<file path="src/rtl/ysyx_24070014_lsu_pkg.sv">
// Shared encodings for the ysyx_24070014 load/store unit: access sizes,
// FSM states and the size-to-byte-count helper.
package ysyx_24070014_lsu_pkg;

  localparam logic [1:0] SIZE_B = 2'b00;
  localparam logic [1:0] SIZE_H = 2'b01;
  localparam logic [1:0] SIZE_W = 2'b10;
  localparam logic [1:0] SIZE_D = 2'b11;

  typedef enum logic [1:0] {IDLE, REQ, WAIT, RESP} lsu_state_e;

  function automatic logic [3:0] bytes_of(input logic [1:0] size);
    return 4'd1 << size;
  endfunction

endpackage

</file>
<file path="src/rtl/ysyx_24070014_lsu_align.sv">
// Combinational lane steering: store data/mask placement onto the bus lane,
// and load lane extraction with sign/zero extension.
module ysyx_24070014_lsu_align
  import ysyx_24070014_lsu_pkg::*;
#(
  parameter int DATA_LEN = 32
) (
  input  logic [1:0]                    size,
  input  logic                          uns,
  input  logic [$clog2(DATA_LEN/8)-1:0] off,
  input  logic [DATA_LEN-1:0]           wdata_in,
  output logic [DATA_LEN-1:0]           wdata_out,
  output logic [DATA_LEN/8-1:0]         wmask,
  input  logic [DATA_LEN-1:0]           rdata_in,
  output logic [DATA_LEN-1:0]           rdata_out
);
  localparam int NB = DATA_LEN / 8;

  logic [3:0]          nb;
  logic [6:0]          nbits;
  logic [DATA_LEN-1:0] sh, keep, top;
  logic                sgn;

  always_comb begin
    nb        = bytes_of(size);
    nbits     = {nb, 3'b000};
    wmask     = ~({NB{1'b1}} << nb) << off;
    wdata_out = wdata_in << {off, 3'b000};
    sh        = rdata_in >> {off, 3'b000};
    // keep covers the access width; its top bit is the sign position
    keep      = ~({DATA_LEN{1'b1}} << nbits);
    top       = keep ^ (keep >> 1);
    sgn       = ~uns & (|(sh & top));
    rdata_out = (sh & keep) | (sgn ? ~keep : '0);
  end

endmodule

</file>
<file path="src/rtl/ysyx_24070014_lsu.sv">
// Multi-cycle load/store unit bridging core requests to a valid/ready bus.
// Optional bus watchdog enabled by YSYX_24070014_LSU_TIMEOUT_EN.
module ysyx_24070014_lsu
  import ysyx_24070014_lsu_pkg::*;
#(
  parameter int ADDR_LEN = 32,
  parameter int DATA_LEN = 32,
  parameter int TIMEOUT  = 255
) (
  input  logic                  clk,
  input  logic                  reset,
  input  logic                  req_valid,
  output logic                  req_ready,
  input  logic                  req_wen,
  input  logic [1:0]            req_size,
  input  logic                  req_unsigned,
  input  logic [ADDR_LEN-1:0]   req_addr,
  input  logic [DATA_LEN-1:0]   req_wdata,
  output logic                  resp_valid,
  input  logic                  resp_ready,
  output logic [DATA_LEN-1:0]   resp_rdata,
  output logic                  resp_err,
  output logic                  mem_valid,
  input  logic                  mem_ready,
  output logic                  mem_wen,
  output logic [ADDR_LEN-1:0]   mem_addr,
  output logic [DATA_LEN-1:0]   mem_wdata,
  output logic [DATA_LEN/8-1:0] mem_wmask,
  input  logic                  mem_resp_valid,
  input  logic                  mem_resp_err,
  input  logic [DATA_LEN-1:0]   mem_rdata
);
  localparam int NB = DATA_LEN / 8;
  localparam int OW = $clog2(NB);

  typedef struct packed {
    logic                wen;
    logic [1:0]          size;
    logic                uns;
    logic [ADDR_LEN-1:0] addr;
    logic [DATA_LEN-1:0] wdata;
  } lsu_req_t;

  lsu_state_e          state;
  lsu_req_t            r;
  logic [DATA_LEN-1:0] rdata_q, wdata_al, rdata_ext;
  logic [NB-1:0]       wmask_al;
  logic                err_q;
  logic [3:0]          in_bytes;
  logic                bad, tmo;

  assign in_bytes = bytes_of(req_size);
  assign bad = (|({1'b0, req_addr[2:0]} & (in_bytes - 4'd1))) ||
               ((req_size == SIZE_D) && (DATA_LEN == 32));

`ifdef YSYX_24070014_LSU_TIMEOUT_EN
  localparam int CW = ($clog2(TIMEOUT + 1) > 8) ? $clog2(TIMEOUT + 1) : 8;
  logic [CW-1:0] cnt;
  // fires on the last permitted cycle so RESP lands TIMEOUT cycles after REQ entry
  assign tmo = (cnt == CW'(TIMEOUT - 1));
`else
  // no watchdog: never times out (expression only keeps TIMEOUT referenced)
  assign tmo = (TIMEOUT < 0);
`endif

  always_ff @(posedge clk) begin
    if (!reset) begin
      state   <= IDLE;
      r       <= '0;
      rdata_q <= '0;
      err_q   <= 1'b0;
`ifdef YSYX_24070014_LSU_TIMEOUT_EN
      cnt     <= '0;
`endif
    end else begin
`ifdef YSYX_24070014_LSU_TIMEOUT_EN
      if (state == REQ || state == WAIT) cnt <= cnt + 1'b1;
`endif
      case (state)
        IDLE: if (req_valid) begin
          r.wen   <= req_wen;
          r.size  <= req_size;
          r.uns   <= req_unsigned;
          r.addr  <= req_addr;
          r.wdata <= req_wdata;
          rdata_q <= '0;
          err_q   <= bad;
          state   <= bad ? RESP : REQ;
`ifdef YSYX_24070014_LSU_TIMEOUT_EN
          cnt     <= '0;
`endif
        end
        REQ: begin
          if (mem_ready && mem_resp_valid) begin
            rdata_q <= mem_rdata;
            err_q   <= mem_resp_err;
            state   <= RESP;
          end else if (tmo) begin
            err_q <= 1'b1;
            state <= RESP;
          end else if (mem_ready) begin
            state <= WAIT;
          end
        end
        WAIT: begin
          if (mem_resp_valid) begin
            rdata_q <= mem_rdata;
            err_q   <= mem_resp_err;
            state   <= RESP;
          end else if (tmo) begin
            err_q <= 1'b1;
            state <= RESP;
          end
        end
        RESP: if (resp_ready) state <= IDLE;
        default: state <= IDLE;
      endcase
    end
  end

  ysyx_24070014_lsu_align #(.DATA_LEN(DATA_LEN)) u_align (
    .size      (r.size),
    .uns       (r.uns),
    .off       (r.addr[OW-1:0]),
    .wdata_in  (r.wdata),
    .wdata_out (wdata_al),
    .wmask     (wmask_al),
    .rdata_in  (rdata_q),
    .rdata_out (rdata_ext)
  );

  // all outputs are forced low while reset is asserted
  assign req_ready  = reset && (state == IDLE);
  assign mem_valid  = reset && (state == REQ);
  assign mem_wen    = mem_valid && r.wen;
  assign mem_addr   = mem_valid ? {r.addr[ADDR_LEN-1:OW], {OW{1'b0}}} : '0;
  assign mem_wdata  = mem_wen ? wdata_al : '0;
  assign mem_wmask  = mem_wen ? wmask_al : '0;
  assign resp_valid = reset && (state == RESP);
  assign resp_err   = resp_valid && err_q;
  assign resp_rdata = (resp_valid && !err_q && !r.wen) ? rdata_ext : '0;

endmodule

</file>
<file path="config.mk">
export PLATFORM = sky130hd
export DESIGN_NAME = ysyx_24070014_lsu
export DESIGN_NICKNAME = d
export VERILOG_FILES = /design/src/rtl/ysyx_24070014_lsu_pkg.sv /design/src/rtl/ysyx_24070014_lsu_align.sv /design/src/rtl/ysyx_24070014_lsu.sv
export SDC_FILE = /design/constraint.sdc
export NUM_CORES = 1
export LEC_CHECK = 0
export CAP_MARGIN = 0
export CORE_ASPECT_RATIO = 1.75
export CORE_MARGIN = 2
export CORE_UTILIZATION = 30
export CTS_CLUSTER_SIZE = 14
export DETAILED_ROUTE_END_ITERATION = 7
export HOLD_SLACK_MARGIN = 0.15
export SLEW_MARGIN = 20
export SYNTH_ARGS = -nofsm -noshare
export SYNTH_HDL_FRONTEND = slang
export SYNTH_SLANG_ARGS = --single-unit
</file>
<file path="constraint.sdc">
create_clock -name clk -period 2.4 [get_ports clk]
set_input_delay 0.24 -clock clk [delete_from_list [all_inputs] [get_ports clk]]
set_output_delay 0.24 -clock clk [all_outputs]
set_load 0.02 [all_outputs]
</file>
# Word-level counts from Yosys, hierarchy flattened
# Cells that the tools add are included.
# totals
register_bits,103
latch_bits,0
ram_bits,0
rom_bits,0
memories,0
# op_classes
addsub,1
n_mul,0
n_div,0
magnitude_cmp,0
n_eq_ne,9
shift,7
mux,20
bitwise_logic,10
reduce_logical,18
# op_table
operator,count
two-way mux 32 bit,7
case mux 32 bit (3 select lines),1
AND 32 bit,2
inverter 32 bit,2
bitwise OR 32 bit,1
OR reduction 32 bit,1
<< shifter 32 x 5 -> 32 bit,1
"<< shifter 32 x 7 -> 32 bit, first input constant",1
right shift 32 x 5 -> 32 bit,1
bitwise XOR 32 x 31 -> 32 bit,1
two-way mux 2 bit,6
logical AND 1 bit,8
"!= test 2 bit, second input constant",4
case mux 2 bit (4 select lines),1
AND reduction 4 bit,2
"<< shifter 1 x 2 -> 4 bit, first input constant",2
"equality test 2 bit, second input constant",3
AND 3 x 4 -> 4 bit,1
two-way mux 4 bit,1
inverter 4 bit,1
OR reduction 4 bit,1
<< shifter 4 x 2 -> 4 bit,1
"<< shifter 4 x 4 -> 4 bit, first input constant",1
"subtractor 4 x 1 -> 4 bit, second input constant",1
11 further kinds,14

# Depth between registers and ports, before layout
# Gate-level depths: netlist of run 1.
# depth
ltp_word,10
depth_mapped,8

# Cells and area by module
# From an unflattened synthesis of run 1, not the netlist that was laid out.
# hier_totals
cells_unflattened,793
area_unflattened_um2,5848.1
# by_module_without_submodules
module,instances,cells_each,area_each_um2,seq_area_each_um2
ysyx_24070014_lsu,1,595,4558.1,2062.0
ysyx_24070014_lsu_align,1,198,1290.0,0.0

# Least setup slack after synthesis of run 1
# OpenSTA, ideal clock, no wires.
# synth_timing
kind,flip-flop to output port
startpoint,register state[1]
endpoint,output port mem_wdata[0]
arrival_ns,1.760
t_required_ns,2.160
path_slack_ns,0.400
stages_incl_launch_ff,8
path_buffers,1
cell_sequence,dfxtp_1 > inv_1 > ha_1 > nand3_1 > or2_1 > buf_2 > nor2_2 > and2_1
# synth_between
elab_chain_len,4
# synth_rtl
element,line,text
"start, declared",ysyx_24070014_lsu.sv:44,lsu_state_e state;
"start signal, assigned",ysyx_24070014_lsu.sv:88,state <= bad ? RESP : REQ;
equality test 2 x 1 -> 1 bit,ysyx_24070014_lsu.sv:134,assign mem_valid = reset && (state == REQ);
logical AND 1 bit,ysyx_24070014_lsu.sv:134,
logical AND 1 bit,ysyx_24070014_lsu.sv:135,assign mem_wen = mem_valid && r.wen;
two-way mux 32 bit,ysyx_24070014_lsu.sv:137,assign mem_wdata = mem_wen ? wdata_al : '0;
"end, declared",ysyx_24070014_lsu.sv:27,"output logic [DATA_LEN-1:0] mem_wdata,"
# No other way between the ends.

# Worst setup path in the final report of run 1
# layout_timing
startpoint,register state[1]
endpoint,output port mem_addr[19]
# layout_between
elab_chain_len,3
# layout_rtl
element,line,text
equality test 2 x 1 -> 1 bit,ysyx_24070014_lsu.sv:134,
logical AND 1 bit,ysyx_24070014_lsu.sv:134,
two-way mux 32 bit,ysyx_24070014_lsu.sv:136,"assign mem_addr = mem_valid ? {r.addr[ADDR_LEN-1:OW], {OW{1'b0}}} : '0;"
"end, declared",ysyx_24070014_lsu.sv:26,"output logic [ADDR_LEN-1:0] mem_addr,"
# No other way between the ends.

==> run metrics, run 1 <==
status finished, final reports clean; most numerous cell in the Yosys netlist nand2_1; RR Endpoint rdata_q[23]; Placement Rows 65; Root Driver clkbuf_16; Final Max Slew Viols 0; Post-synth EDFFs 0; Yosys Warn Count 0; Fin. Hold Viols 0; Crit-path slowest cell clkdlybuf4s50_1; synthesized area per cell 7.489 um2; largest net degree at the start of global routing 67; Vias 5678; Area Overhead vs Synth 45.99%; initial core utilization 30.68%; Setup crit start state[1]; hold path start req_addr[5]; Post-Synthesis Cells 743; R2R Path Start state[0]; most instantiated cells after synthesis nand2_1 (194), dfxtp_1 (103), a21oi_1 (70), clkbuf_1 (44), nor2_1 (44); crit-path cells inv_1, ha_1, buf_8, and3_1, clkdlybuf4s50_1; worst-skew pair later-pin latency 350 ps; fin area 8123 um2; port bufs 209; CTS tree yes; Hold Path Sink r[37]; Core ar. 18140 um2; max frequency 0.4404 GHz; Crit path largest cell delay 600 ps; critical path startpoint category flip-flop; VDD IR max 0.0004479 V; Num CTS Buffers 9; final WL 19120 um; die height 184.2 um; hold_buf cts 0; Nets 1033; Power Density 789.0 nW/um2; final period utilization 94.61%; vias per inst 4.878; Detailed Place HPWL 14080 um; Slew @ Worst Pin 572.7 ps; HP Class in2reg; Slew Limit Headroom 61.68%; Final TNS setup 0 ps; # DRC 0; Die Width 106.9 um; Critical Path RT 2160 ps; Yosys top cell by area dfxtp_1; Final Setup Violations 0; total power 6409 uW; CP arrival 2030 ps; Seq cells post-synth 103; grt ovf 0; Routed Antenna Nets 0; drt pass-1 iters 4; Worst R2R Setup Slack 260 ps; first-pass GRT wire length 29980 um; Reg2Reg Depth 7; main flop type after synthesis dfxtp_1; overall routing resource usage 19.37%; Netlist cell types 48; hold depth 3; sequential area share after synthesis 37.06%; routability cong. 0.8061; # clock sinks 103; drt wl/cell 16.43 um; top cells by area, synth dfxtp_1 (37%), nand2_1 (13%), a21oi_1 (6.3%), a211oi_1 (5.3%), mux2i_1 (4.3%); CP Capture Type output pin; Leak 0.003416 uW; max_cap viols 0; Max Root-Sink Buffers 2; top cell type's share of synthesized area 37.06%; register clock-pin slew on the reported worst setup and hold paths 80 ps; 1st-iter DRT viols 237; combined area of the multi-input logic cells 3152 um2; vias in the first global route 5522; Final Skew 9.928 ps; antenna violations before repair 4; worst-path fanout max 34; unrepaired setup endpoints after global routing false; share of layout cells above drive strength 1 10.69%; async set-reset flop share out of synthesis 0%; htree depth 3; DP Area 7895 um2; Ports 212; full die area 19690 um2; CP Class reg2out; Mapped Area 5564 um2; fillcell total 1876; Final min period 2271 ps; Storage cell area 2071 um2
flip-flops by register name (all words and copies together), names as in the netlist:
| register | count |
|---|---|
| r | 68 |
| rdata_q | 32 |
| state | 2 |
| err_q | 1 |
power breakdown:
part	switching, uW	internal, uW
Sequential	293	2060
Clock	699	746
Combinational	1570	1040
Total	2560	3850
per-stage QoR:
step           util (%)  cells  hold WS (ps)  setup slack (ps)
2_1_floorplan         -    744         376.0             399.5
3_3_place_gp      43.53   1142         433.5             128.1
3_5_place_dp      43.53   1142         442.3             58.69
4_1_cts           44.89   1159         416.8             7.194
5_1_grt           44.79   1164         432.9            0.4836
6_report          44.79   1164         429.6             129.5
cell type report:
type,instances,area share (%)
diodes,4,0.1232
clock inverters,6,0.6315
repair buffers,237,28.13
inverters,6,0.2773
well taps,234,3.604
flip-flops and latches,103,25.49
clock buffers,10,2.942
multi-input cells,564,38.80
metal layers:
layer	track usage (%)	vias up	wire (um)
met3	3.854	28	918
met4	8.468	0	576
met1	22.73	2582	7578
met5	0	-	0
met2	33.81	168	10050
li1	-	2900	-
worst max path at each step:
stage	endpoint	slack (ps)	cells after the start
4_1_cts	mem_wdata[16]	7	6
3_5_place_dp	resp_rdata[16]	60	6
6_report	mem_addr[19]	130	5
5_1_grt	mem_wdata[27]	0.5	6
3_3_place_gp	resp_rdata[30]	130	6
2_1_floorplan	mem_wdata[0]	400	7
worst max-delay path: cells and delay by family, from the launching register on:
family	cells	cell delay, ps
flip-flops	1	340
AND/OR/NAND/NOR	1	200
buffers and inverters	3	920
adder cells (fa/ha/maj)	1	210
cell families (layout without fill, tap and decap cells):
kind of cell / after synthesis / in the layout / synth area share (%)
flops: 103 / 103 / 37.06
other cells: 1 / 6 / 0.06740
buf+inv: 78 / 259 / 6.679
compound gates: 166 / 166 / 18.62
fa+ha+maj: 5 / 5 / 1.124
xor+xnor: 1 / 1 / 0.1574
simple gates: 355 / 356 / 29.75
mux: 34 / 34 / 6.544
cell usage in the layout (no fill, tap or decap), types with 5 or more instances in the layout:
cell	count
inv_1	5
a211oi_1	39
ha_1	5
nand2_2	11
nand4_1	32
buf_12	8
dlygate4sd2_1	39
dfxtp_1	100
and3_1	31
mux2_2	8
clkbuf_16	9
clkbuf_2	19
nand2_1	193
o21ai_1	28
a21oi_1	70
a21boi_0	9
and2_1	11
buf_4	18
dlymetal6s2s_1	9
o21ai_0	8
clkdlybuf4s50_1	138
mux2i_1	24
nor2b_1	20
nor2_1	44
repair_timing:
item,in CTS,in global routing
endpoints found under the setup margin,80,81
buffers inserted,1,0
gates cloned,0,1
resized for setup,64,58
pin swaps,1,1
No activity file was read; power rests on OpenSTA's default activity.
==> inputs of run 2 (changes only) <==
CTS_BUF_LIST = sky130_fd_sc_hd__clkbuf_8 sky130_fd_sc_hd__clkbuf_16   (was unset)
PLACE_DENSITY = 0.67   (was unset)
==> run metrics, run 2 (synthesized netlist as in run 1, its figures left out) <==
Clock power frac 24.6%; Num CTS Buffers 9; worst-skew pair later-pin latency 350 ps; Int Pwr 3954 uW; HP Class in2reg; largest registers r: 68 flops, rdata_q: 32 flops, state: 2 flops; Area Overhead vs Synth 47.27%; final WL 18760 um; vias in the first global route 5475; Place WS 91.74 ps; drt pass-1 iters 4; crit-path cells mux2_1, a32o_1, o21ai_4, buf_12, nand2_1, dlygate4sd2_1; status finished, final reports clean; Final WS setup 112.9 ps; htree depth 3; Fin. Hold Viols 0; Final Setup Violations 0; CP Capture Type output pin; Crit-path slowest cell dfxtp_2; VDD IR max 0.0004373 V; Final Max Slew Viols 0; DP Area 7870 um2; register clock-pin slew on the reported worst setup and hold paths 80 ps; Root Driver clkbuf_16; Final Skew 10.43 ps; # DRC 0; die height 184.2 um; 1st-iter DRT viols 214; Max Root-Sink Buffers 2; critical path startpoint category flip-flop; Storage cell area 2064 um2; Nets 1033; max FFs per register 68; final period utilization 95.30%; largest net degree at the start of global routing 67; share of layout cells above drive strength 1 9.611%; max_cap viols 0; Core ar. 18140 um2; sequential share of power 35.9%; Sw Share 39.40%; Top reg by flops r; CTS tree yes; most common cell after layout, fill and taps aside nand2_1; first-pass GRT wire length 29120 um; routability cong. 0.8514; Placement Rows 65; Final TNS setup 0 ps; full die area 19690 um2; port bufs 209; Leak 0.003487 uW; CP arrival 2050 ps; worst-path fanout max 16; # clock sinks 103; Vias 5667; max frequency 0.4372 GHz; Crit path largest cell delay 410 ps; hold_buf cts 0; CP Class reg2out; overall routing resource usage 18.74%; Critical Path RT 2160 ps; sw power 2571 uW; Die Width 106.9 um; Routed Antenna Nets 0; Power Density 796.3 nW/um2; grt ovf 0; fin area 8194 um2; Ports 212; vias per inst 4.869; Final min period 2287 ps; combined area of the multi-input logic cells 3142 um2; drt wl/cell 16.12 um; antenna violations before repair 4; unrepaired setup endpoints after global routing true; combinational power share 39.5%; Detailed Place HPWL 13610 um; initial core utilization 30.68%; fillcell total 1843; most frequent cells in the layout nand2_1 (193), clkdlybuf4s50_1 (140), dfxtp_1 (101)
[run 2: path summary, 6_finish.rpt]
kind,start,to,slack [ps],cells past startpoint
max reg2reg,state[0],err_q,370,7
min reg2reg,r[45],r[45],450,2
max,r[33],resp_rdata[18],110,6
min,req_wdata[4],r[4],430,3
[run 2: timing repair]
action                                  CTS  global route
buffers inserted                          1             0
pin swaps                                 1             0
endpoints found under the setup margin   60            53
hold endpoints to repair                  0             0
cloned                                    0             1
resized for setup                        61            33
[run 2: critical path: cells and delay by family (launching register included)]
family	cells	cell delay (ps)
AO/OA/AOI/OAI	2	420
flip-flops	1	410
multiplexers	1	330
buffers and inverters	2	480
AND/OR/NAND/NOR	1	60
[run 2: final cells by class]
cell class | count | area share, %
sequential | 103 | 25.19
timing repair buffer | 238 | 28.52
clock inverter | 6 | 1.054
antenna | 4 | 0.1222
inverter | 6 | 0.2749
clock buffer | 10 | 2.916
tap | 234 | 3.573
multi-input combinational | 563 | 38.34
[run 2: power by group through the flow]
stage	registers [uW]	logic, uW	clock network (uW)
2_1_floorplan	2260	1870	0
3_3_place_gp	2360	2540	0
3_5_place_dp	2380	2570	0
4_1_cts	2340	2570	1650
5_1_grt	2390	2870	1720
6_report	2340	2580	1600
[run 2: stage by stage]
step | hold WS [ps] | util [%] | std cells | total power (uW)
finish | 429.7 | 45.18 | 1164 | 6525
global route | 433.1 | 45.18 | 1164 | 6989
CTS | 417.0 | 44.97 | 1159 | 6560
detailed placement | 435.7 | 43.39 | 1142 | 4943
global placement | 431.8 | 43.39 | 1142 | 4908
floorplan | 376.0 | - | 744 | 4132
[run 2: per-layer routing]
| layer | vias to the layer above | global-route usage, % | part of all wire (%) |
|---|---|---|---|
| met5 | - | 0 | 0 |
| met4 | 0 | 9.195 | 3.7 |
| met3 | 32 | 3.925 | 5.0 |
| met2 | 163 | 32.82 | 51 |
| met1 | 2575 | 21.39 | 40 |
| li1 | 2897 | - | - |
